--- config.mk ---
export PLATFORM = sky130hd
export DESIGN_NAME = fp_mul_arbiter_flat
export DESIGN_NICKNAME = d
export VERILOG_FILES = /design/src/rtl/fp_mul_arbiter_if.sv /design/src/rtl/fp_mul_arbiter.sv /design/src/flat_wrapper.sv
export SDC_FILE = /design/constraint.sdc
export NUM_CORES = 1
export LEC_CHECK = 0
export ABC_AREA = 1
export CAP_MARGIN = 20
export CORE_AREA = 2 2 162 164
export CTS_CLUSTER_SIZE = 12
export DETAILED_ROUTE_END_ITERATION = 6
export DIE_AREA = 0 0 164 166
export HOLD_SLACK_MARGIN = 0.15
export PLACE_DENSITY = 0.61
export SYNTH_ARGS = -nofsm -noshare
export SYNTH_HDL_FRONTEND = slang
export SYNTH_SLANG_ARGS = --single-unit
--- constraint.sdc ---
create_clock -name i_clk -period 8.9 [get_ports i_clk]
set_input_delay 1.335 -clock i_clk [delete_from_list [all_inputs] [get_ports i_clk]]
set_output_delay 1.335 -clock i_clk [all_outputs]
set_load 0.005 [all_outputs]
--- src/rtl/fp_mul_arbiter_if.sv ---
// Bundle between requesters, the shared multiplier and the response consumer.
// The slave modport is the arbiter's view; the master modport is the surrounding datapath's view.
interface fp_mul_arbiter_if #(
  parameter int NUM_REQ = 4,
  parameter int ID_W    = 2
);
  logic [NUM_REQ-1:0]    req_valid;
  logic [NUM_REQ-1:0]    req_ready;
  logic [32*NUM_REQ-1:0] req_a;
  logic [32*NUM_REQ-1:0] req_b;
  logic [31:0]           mul_a;
  logic [31:0]           mul_b;
  logic [31:0]           mul_result;
  logic                  mul_overflow;
  logic                  rsp_valid;
  logic                  rsp_ready;
  logic [31:0]           rsp_result;
  logic                  rsp_overflow;
  logic [ID_W-1:0]       rsp_id;
  logic [15:0]           op_count;

  modport slave (
    input  req_valid, req_a, req_b, mul_result, mul_overflow, rsp_ready,
    output req_ready, mul_a, mul_b, rsp_valid, rsp_result, rsp_overflow, rsp_id, op_count
  );

  modport master (
    output req_valid, req_a, req_b, mul_result, mul_overflow, rsp_ready,
    input  req_ready, mul_a, mul_b, rsp_valid, rsp_result, rsp_overflow, rsp_id, op_count
  );
endinterface

--- src/rtl/fp_mul_arbiter.sv ---
// Round-robin share of one combinational FP multiplier; 2 cycles accept-to-response, one op per 3 cycles.
// A stalled response holds RESP indefinitely and no request is accepted until it drains.
module fp_mul_arbiter #(
  parameter int NUM_REQ = 4,
  parameter int ID_W    = 2
) (
  input  logic              i_clk,
  input  logic              i_rst,
  fp_mul_arbiter_if.slave   bus
);

  typedef enum logic [1:0] {S_IDLE, S_EXEC, S_RESP} state_t;

  state_t              r_state;
  state_t              w_state_nxt;
  logic [ID_W-1:0]     r_ptr;
  logic [ID_W-1:0]     r_id;
  logic [ID_W-1:0]     w_grant;
  logic                w_found;
  logic                w_hs;
  logic                w_rsp_valid;
  logic [NUM_REQ-1:0]  w_ready;
  logic [31:0]         r_mul_a;
  logic [31:0]         r_mul_b;
  logic [31:0]         r_rsp_result;
  logic                r_rsp_overflow;
  logic [15:0]         r_op_count;

  function automatic logic [ID_W-1:0] wrap_idx(input int i);
    return ID_W'(i % NUM_REQ);
  endfunction

  // First valid requester at or after ptr, wrapping around.
  always_comb begin
    w_found = 1'b0;
    w_grant = '0;
    for (int k = 0; k < NUM_REQ; k++) begin
      if (!w_found && bus.req_valid[wrap_idx(int'(r_ptr) + k)]) begin
        w_found = 1'b1;
        w_grant = wrap_idx(int'(r_ptr) + k);
      end
    end
  end

  always_ff @(posedge i_clk or posedge i_rst) begin
    if (i_rst) r_state <= S_IDLE;
    else       r_state <= w_state_nxt;
  end

  always_comb begin
    w_state_nxt = r_state;
    w_hs        = 1'b0;
    w_ready     = '0;
    w_rsp_valid = 1'b0;
    case (r_state)
      S_IDLE: begin
        if (w_found && !i_rst) begin
          w_hs             = 1'b1;
          w_ready[w_grant] = 1'b1;
          w_state_nxt      = S_EXEC;
        end
      end
      S_EXEC: w_state_nxt = S_RESP;
      S_RESP: begin
        w_rsp_valid = 1'b1;
        if (bus.rsp_ready) w_state_nxt = S_IDLE;
      end
      default: w_state_nxt = S_IDLE;
    endcase
  end

  always_ff @(posedge i_clk or posedge i_rst) begin
    if (i_rst) begin
      r_ptr          <= '0;
      r_id           <= '0;
      r_mul_a        <= '0;
      r_mul_b        <= '0;
      r_rsp_result   <= '0;
      r_rsp_overflow <= 1'b0;
      r_op_count     <= '0;
    end else begin
      if (w_hs) begin
        r_mul_a <= bus.req_a[int'(w_grant)*32 +: 32];
        r_mul_b <= bus.req_b[int'(w_grant)*32 +: 32];
        r_id    <= w_grant;
        r_ptr   <= wrap_idx(int'(w_grant) + 1);
      end
      // Multiplier is combinational from the operand registers, so EXEC's result is final.
      if (r_state == S_EXEC) begin
        r_rsp_result   <= bus.mul_result;
        r_rsp_overflow <= bus.mul_overflow;
      end
      if (r_state == S_RESP && bus.rsp_ready) r_op_count <= r_op_count + 16'd1;
    end
  end

  assign bus.req_ready    = w_ready;
  assign bus.mul_a        = r_mul_a;
  assign bus.mul_b        = r_mul_b;
  assign bus.rsp_valid    = w_rsp_valid;
  assign bus.rsp_result   = r_rsp_result;
  assign bus.rsp_overflow = r_rsp_overflow;
  assign bus.rsp_id       = r_id;
  assign bus.op_count     = r_op_count;

endmodule

--- src/flat_wrapper.sv ---
// flat-port wrapper written by rule: the top's interface ports become plain ports
module fp_mul_arbiter_flat 
#(
  parameter int NUM_REQ = 4,
  parameter int ID_W    = 2
)
  (i_clk, i_rst, bus_req_valid, bus_req_a, bus_req_b, bus_mul_result, bus_mul_overflow, bus_rsp_ready, bus_req_ready, bus_mul_a, bus_mul_b, bus_rsp_valid, bus_rsp_result, bus_rsp_overflow, bus_rsp_id, bus_op_count);
  fp_mul_arbiter_if #(.NUM_REQ(NUM_REQ), .ID_W(ID_W)) bus_i ();
  input  logic i_clk;
  input  logic i_rst;
  input wire logic [$bits(bus_i.req_valid)-1:0] bus_req_valid;
  input wire logic [$bits(bus_i.req_a)-1:0] bus_req_a;
  input wire logic [$bits(bus_i.req_b)-1:0] bus_req_b;
  input wire logic [$bits(bus_i.mul_result)-1:0] bus_mul_result;
  input wire logic [$bits(bus_i.mul_overflow)-1:0] bus_mul_overflow;
  input wire logic [$bits(bus_i.rsp_ready)-1:0] bus_rsp_ready;
  output wire logic [$bits(bus_i.req_ready)-1:0] bus_req_ready;
  output wire logic [$bits(bus_i.mul_a)-1:0] bus_mul_a;
  output wire logic [$bits(bus_i.mul_b)-1:0] bus_mul_b;
  output wire logic [$bits(bus_i.rsp_valid)-1:0] bus_rsp_valid;
  output wire logic [$bits(bus_i.rsp_result)-1:0] bus_rsp_result;
  output wire logic [$bits(bus_i.rsp_overflow)-1:0] bus_rsp_overflow;
  output wire logic [$bits(bus_i.rsp_id)-1:0] bus_rsp_id;
  output wire logic [$bits(bus_i.op_count)-1:0] bus_op_count;
  assign bus_i.req_valid = bus_req_valid;
  assign bus_i.req_a = bus_req_a;
  assign bus_i.req_b = bus_req_b;
  assign bus_i.mul_result = bus_mul_result;
  assign bus_i.mul_overflow = bus_mul_overflow;
  assign bus_i.rsp_ready = bus_rsp_ready;
  assign bus_req_ready = bus_i.req_ready;
  assign bus_mul_a = bus_i.mul_a;
  assign bus_mul_b = bus_i.mul_b;
  assign bus_rsp_valid = bus_i.rsp_valid;
  assign bus_rsp_result = bus_i.rsp_result;
  assign bus_rsp_overflow = bus_i.rsp_overflow;
  assign bus_rsp_id = bus_i.rsp_id;
  assign bus_op_count = bus_i.op_count;
  fp_mul_arbiter #(.NUM_REQ(NUM_REQ), .ID_W(ID_W)) u_core (.i_clk(i_clk), .i_rst(i_rst), .bus(bus_i));
endmodule
==> impl_results.md <==
- DR vias: ~8.3k
- RSZ-0062 raised after global routing: no
- Yosys cell types: 26
- Met3 WL: approximately 2.2 mm
- CTS clk-pin slew, worst paths: around 50 ps
- Mapped cell area: 0.00756 mm2
- CTS tree: done
- Wire length on met1: 11.8 mm
- Endpoint class of the critical path: primary output
- Largest fanout on the critical path: 64
- Grt ovf: 0
- Status: complete, no violations
- DRT antenna net count: 0
- R2R Path Start: u_core.r_ptr[0]
- Syn. warnings: 0
- DRT iter0 DRCs: 434
- H-tree depth: 4
- Die Y: 166 um
- Post-synth ARST share: 100%
- Hold-critical path endpoint: u_core.bus.mul_a[18]
- Overall power: roughly 4700 uW
- Via-to-Cell Ratio: roughly 4.5
- Layout cells sized above 1: 6.15%
- Least-Margin Pin Slew: approximately 1000 ps
- Die ar.: 0.0272 mm2
- Post-synth top area share: 39.4%
- Top post-synthesis cells by area: dfrtp_1, nand2_1, nand3_1, mux2_2, buf_2
- Count leader, synth: nand2_1
- Post-Syn Area per Cell: 6.70 um2
- Maximum clock rate: 175 MHz
- CTS sink count: approximately 120
- Routability cong.: 0.831
- Uppermost layer routed: met4
- Cts repair resizes: 0
- Remaining DRCs: 0
- Post-synth EDFFs: 0
- Post-DR wirelength/cell: 15.6 um
- Pwr Density: 385 mW/mm2
- Final net count: 1795
- Worst-skew pair later-pin latency: approximately 420 ps
- Initial antenna violation count: 1
- Bufs on Longest Clock Path: 2
- Synth area leader: dfrtp_1
- Cts bufs inserted: 17
- Mapped Nets: about 1.4k
- Hpwl dp: around 21 mm
- Max-slew violation count: 0
- HP Start: u_core.bus.mul_a[18]
- Leak: a little over 0.006 uW
- Largest net degree at the start of global routing: 86
- Hold crit path type: reg -> reg
- Post-route insts no fill: 1847
- Area Growth Syn to Fin: 63.0%
- Worst setup SP type: input pin
- Main synth FF type: dfrtp_1
- Crit path time final: 5700 ps
- Setup violators final: 0
- Io pins: 416
- Met2 Wirelength: ~14 mm
- Worst EP arrival: 4370 ps
- Postcts setup bufs: 0
- GRT Total Usage: 21.1%
- Die X: 164 um
- Cells on worst reg2reg path: 15
- Max Cap Violations: 0
- Tcrit/Tclk final: between 60 and 70%
- Row count: between 50 and 60
- CP Class: in -> out
- Reg2Reg Setup Slack: just over 5000 ps
- Core area: 0.0256 mm2
- First-pass GRT wire length: 45.0 mm
- Yosys reg bits: 119
- Cts hold-fix bufs: 0
- Slew headroom: between 30% and 40%
- Starting Density: 29.5%
- Cell total after placement: around 1.8k
- Max Clock Skew: about 13 ps
- Top post-synthesis cells by count: nand2_1, nand3_1, dfrtp_1
- Post-synthesis sequential area ratio: between 30 and 40%
- Vias in the first global route: 8279
- Worst flop-to-flop path endpoint: u_core.bus.mul_b[29]
- Fill cell count: 2582
- DRT Pass-1 Iters: 6
- Peak supply drop: ~0.00039 V
- # port buffers: 415
- CP required: 7570 ps
- Hold Crit Depth: 2
- WL final: 28.7 mm
- Hold Fails Final Rpt: 0
- Setup TNS Final: 0 ps
- Gate Count Post-Synth: approximately 1.1k
- CTS root buf: clkbuf_16
[critical path, stage by stage]
cell	delay, ps
clkdlybuf4s50_1	480
inv_1	60
nand2_1	60
nand2_1	80
nand2_1	90
nand2_1	70
a21oi_1	210
nand2_4	390
nand2_4	690
nand2_1	160
nor2_1	140
clkdlybuf4s50_1	500
[routing by layer]
metal / up-vias / GRT usage, %
met5: - / 0
met4: 0 / 7.06
met3: 41 / 5.69
met2: 313 / 36.1
met1: 3734 / 25.5
li1: 4253 / -
[stage by stage]
stage                     instance area, um2  setup WS [ps]  hold WS (ps)  util, %
after global placement                 11700           3280           459     45.8
after global routing                   12300           2900           493     48.1
final                                  12300           3200           476     48.1
after floorplan                         7560           2900           464        -
after detailed placement               11700           3190           464     45.8
after CTS                              12300           3190           480     48.1
[layout by cell type (no fill, tap or decap), drive strengths merged]
cell and count:
nand2 700, clkdlybuf4s50 415, nand3 139, dfrtp 119, mux2 34, inv 25
clkbuf 18, nor2 18, buf 9, xnor2 7, xor2 7, clkinvlp 4
nand4 3, o21ai 3, nor3 2, bufinv 2, clkinv 2, diode 1
nor3b 1, a21oi 1, o21a 1, ha 1
[worst max-delay path by stage]
stage                     start                to  slack [ps]  depth (start not counted)
3_3_place_gp   bus_req_valid[3]  bus_req_ready[1]        3280                         12
2_1_floorplan             i_rst  bus_req_ready[2]        2900                          8
3_5_place_dp   bus_req_valid[1]  bus_req_ready[0]        3190                         12
5_1_grt        bus_req_valid[1]  bus_req_ready[0]        2900                         12
4_1_cts        bus_req_valid[1]  bus_req_ready[0]        3190                         12
6_report       bus_req_valid[1]  bus_req_ready[0]        3200                         12
[cell type report]
class	instances	area, um2	share of cell area (%)
Timing Repair Buffer	424	4220	34.2
Multi-Input combinational cell	917	4030	32.7
Sequential cell	119	2980	24.2
Clock buffer	18	439	3.56
Tap cell	335	419	3.40
Clock inverter	14	163	1.32
Inverter	19	75.1	0.609
Antenna cell	1	2.50	0.0203
[registers in the layout, summed over array words and instances, names as in the netlist]
| register | count |
|---|---|
| u_core.bus.rsp_id | 2 |
| u_core.bus.mul_a | 32 |
| u_core.r_state | 2 |
| u_core.bus.rsp_result | 32 |
| u_core.r_ptr | 2 |
| u_core.bus.mul_b | 32 |
| u_core.bus.op_count | 16 |
| u_core.bus.rsp_overflow | 1 |
[kinds of logic (layout without fill, tap and decap cells)]
| logic type | after synthesis | after routing | synth area share (%) |
|---|---|---|---|
| buffers and inverters | 93 | 475 | 7.56 |
| adder cells (fa/ha/maj) | 1 | 1 | 0.165 |
| AND/OR/NAND/NOR | 863 | 863 | 45.9 |
| other | 0 | 1 | 0 |
| flip-flops | 119 | 119 | 39.4 |
| multiplexers | 34 | 34 | 5.06 |
| XOR/XNOR | 14 | 14 | 1.62 |
| AO/OA/AOI/OAI | 5 | 5 | 0.364 |
[report_power, final]
part	switching, uW	total [uW]	internal (uW)	leakage (uW)
clock network	279	706	427	0.000283
registers	143	925	783	0.00147
logic	1870	3120	1240	0.00440
Note: power is estimated with default switching activity, not from simulation.
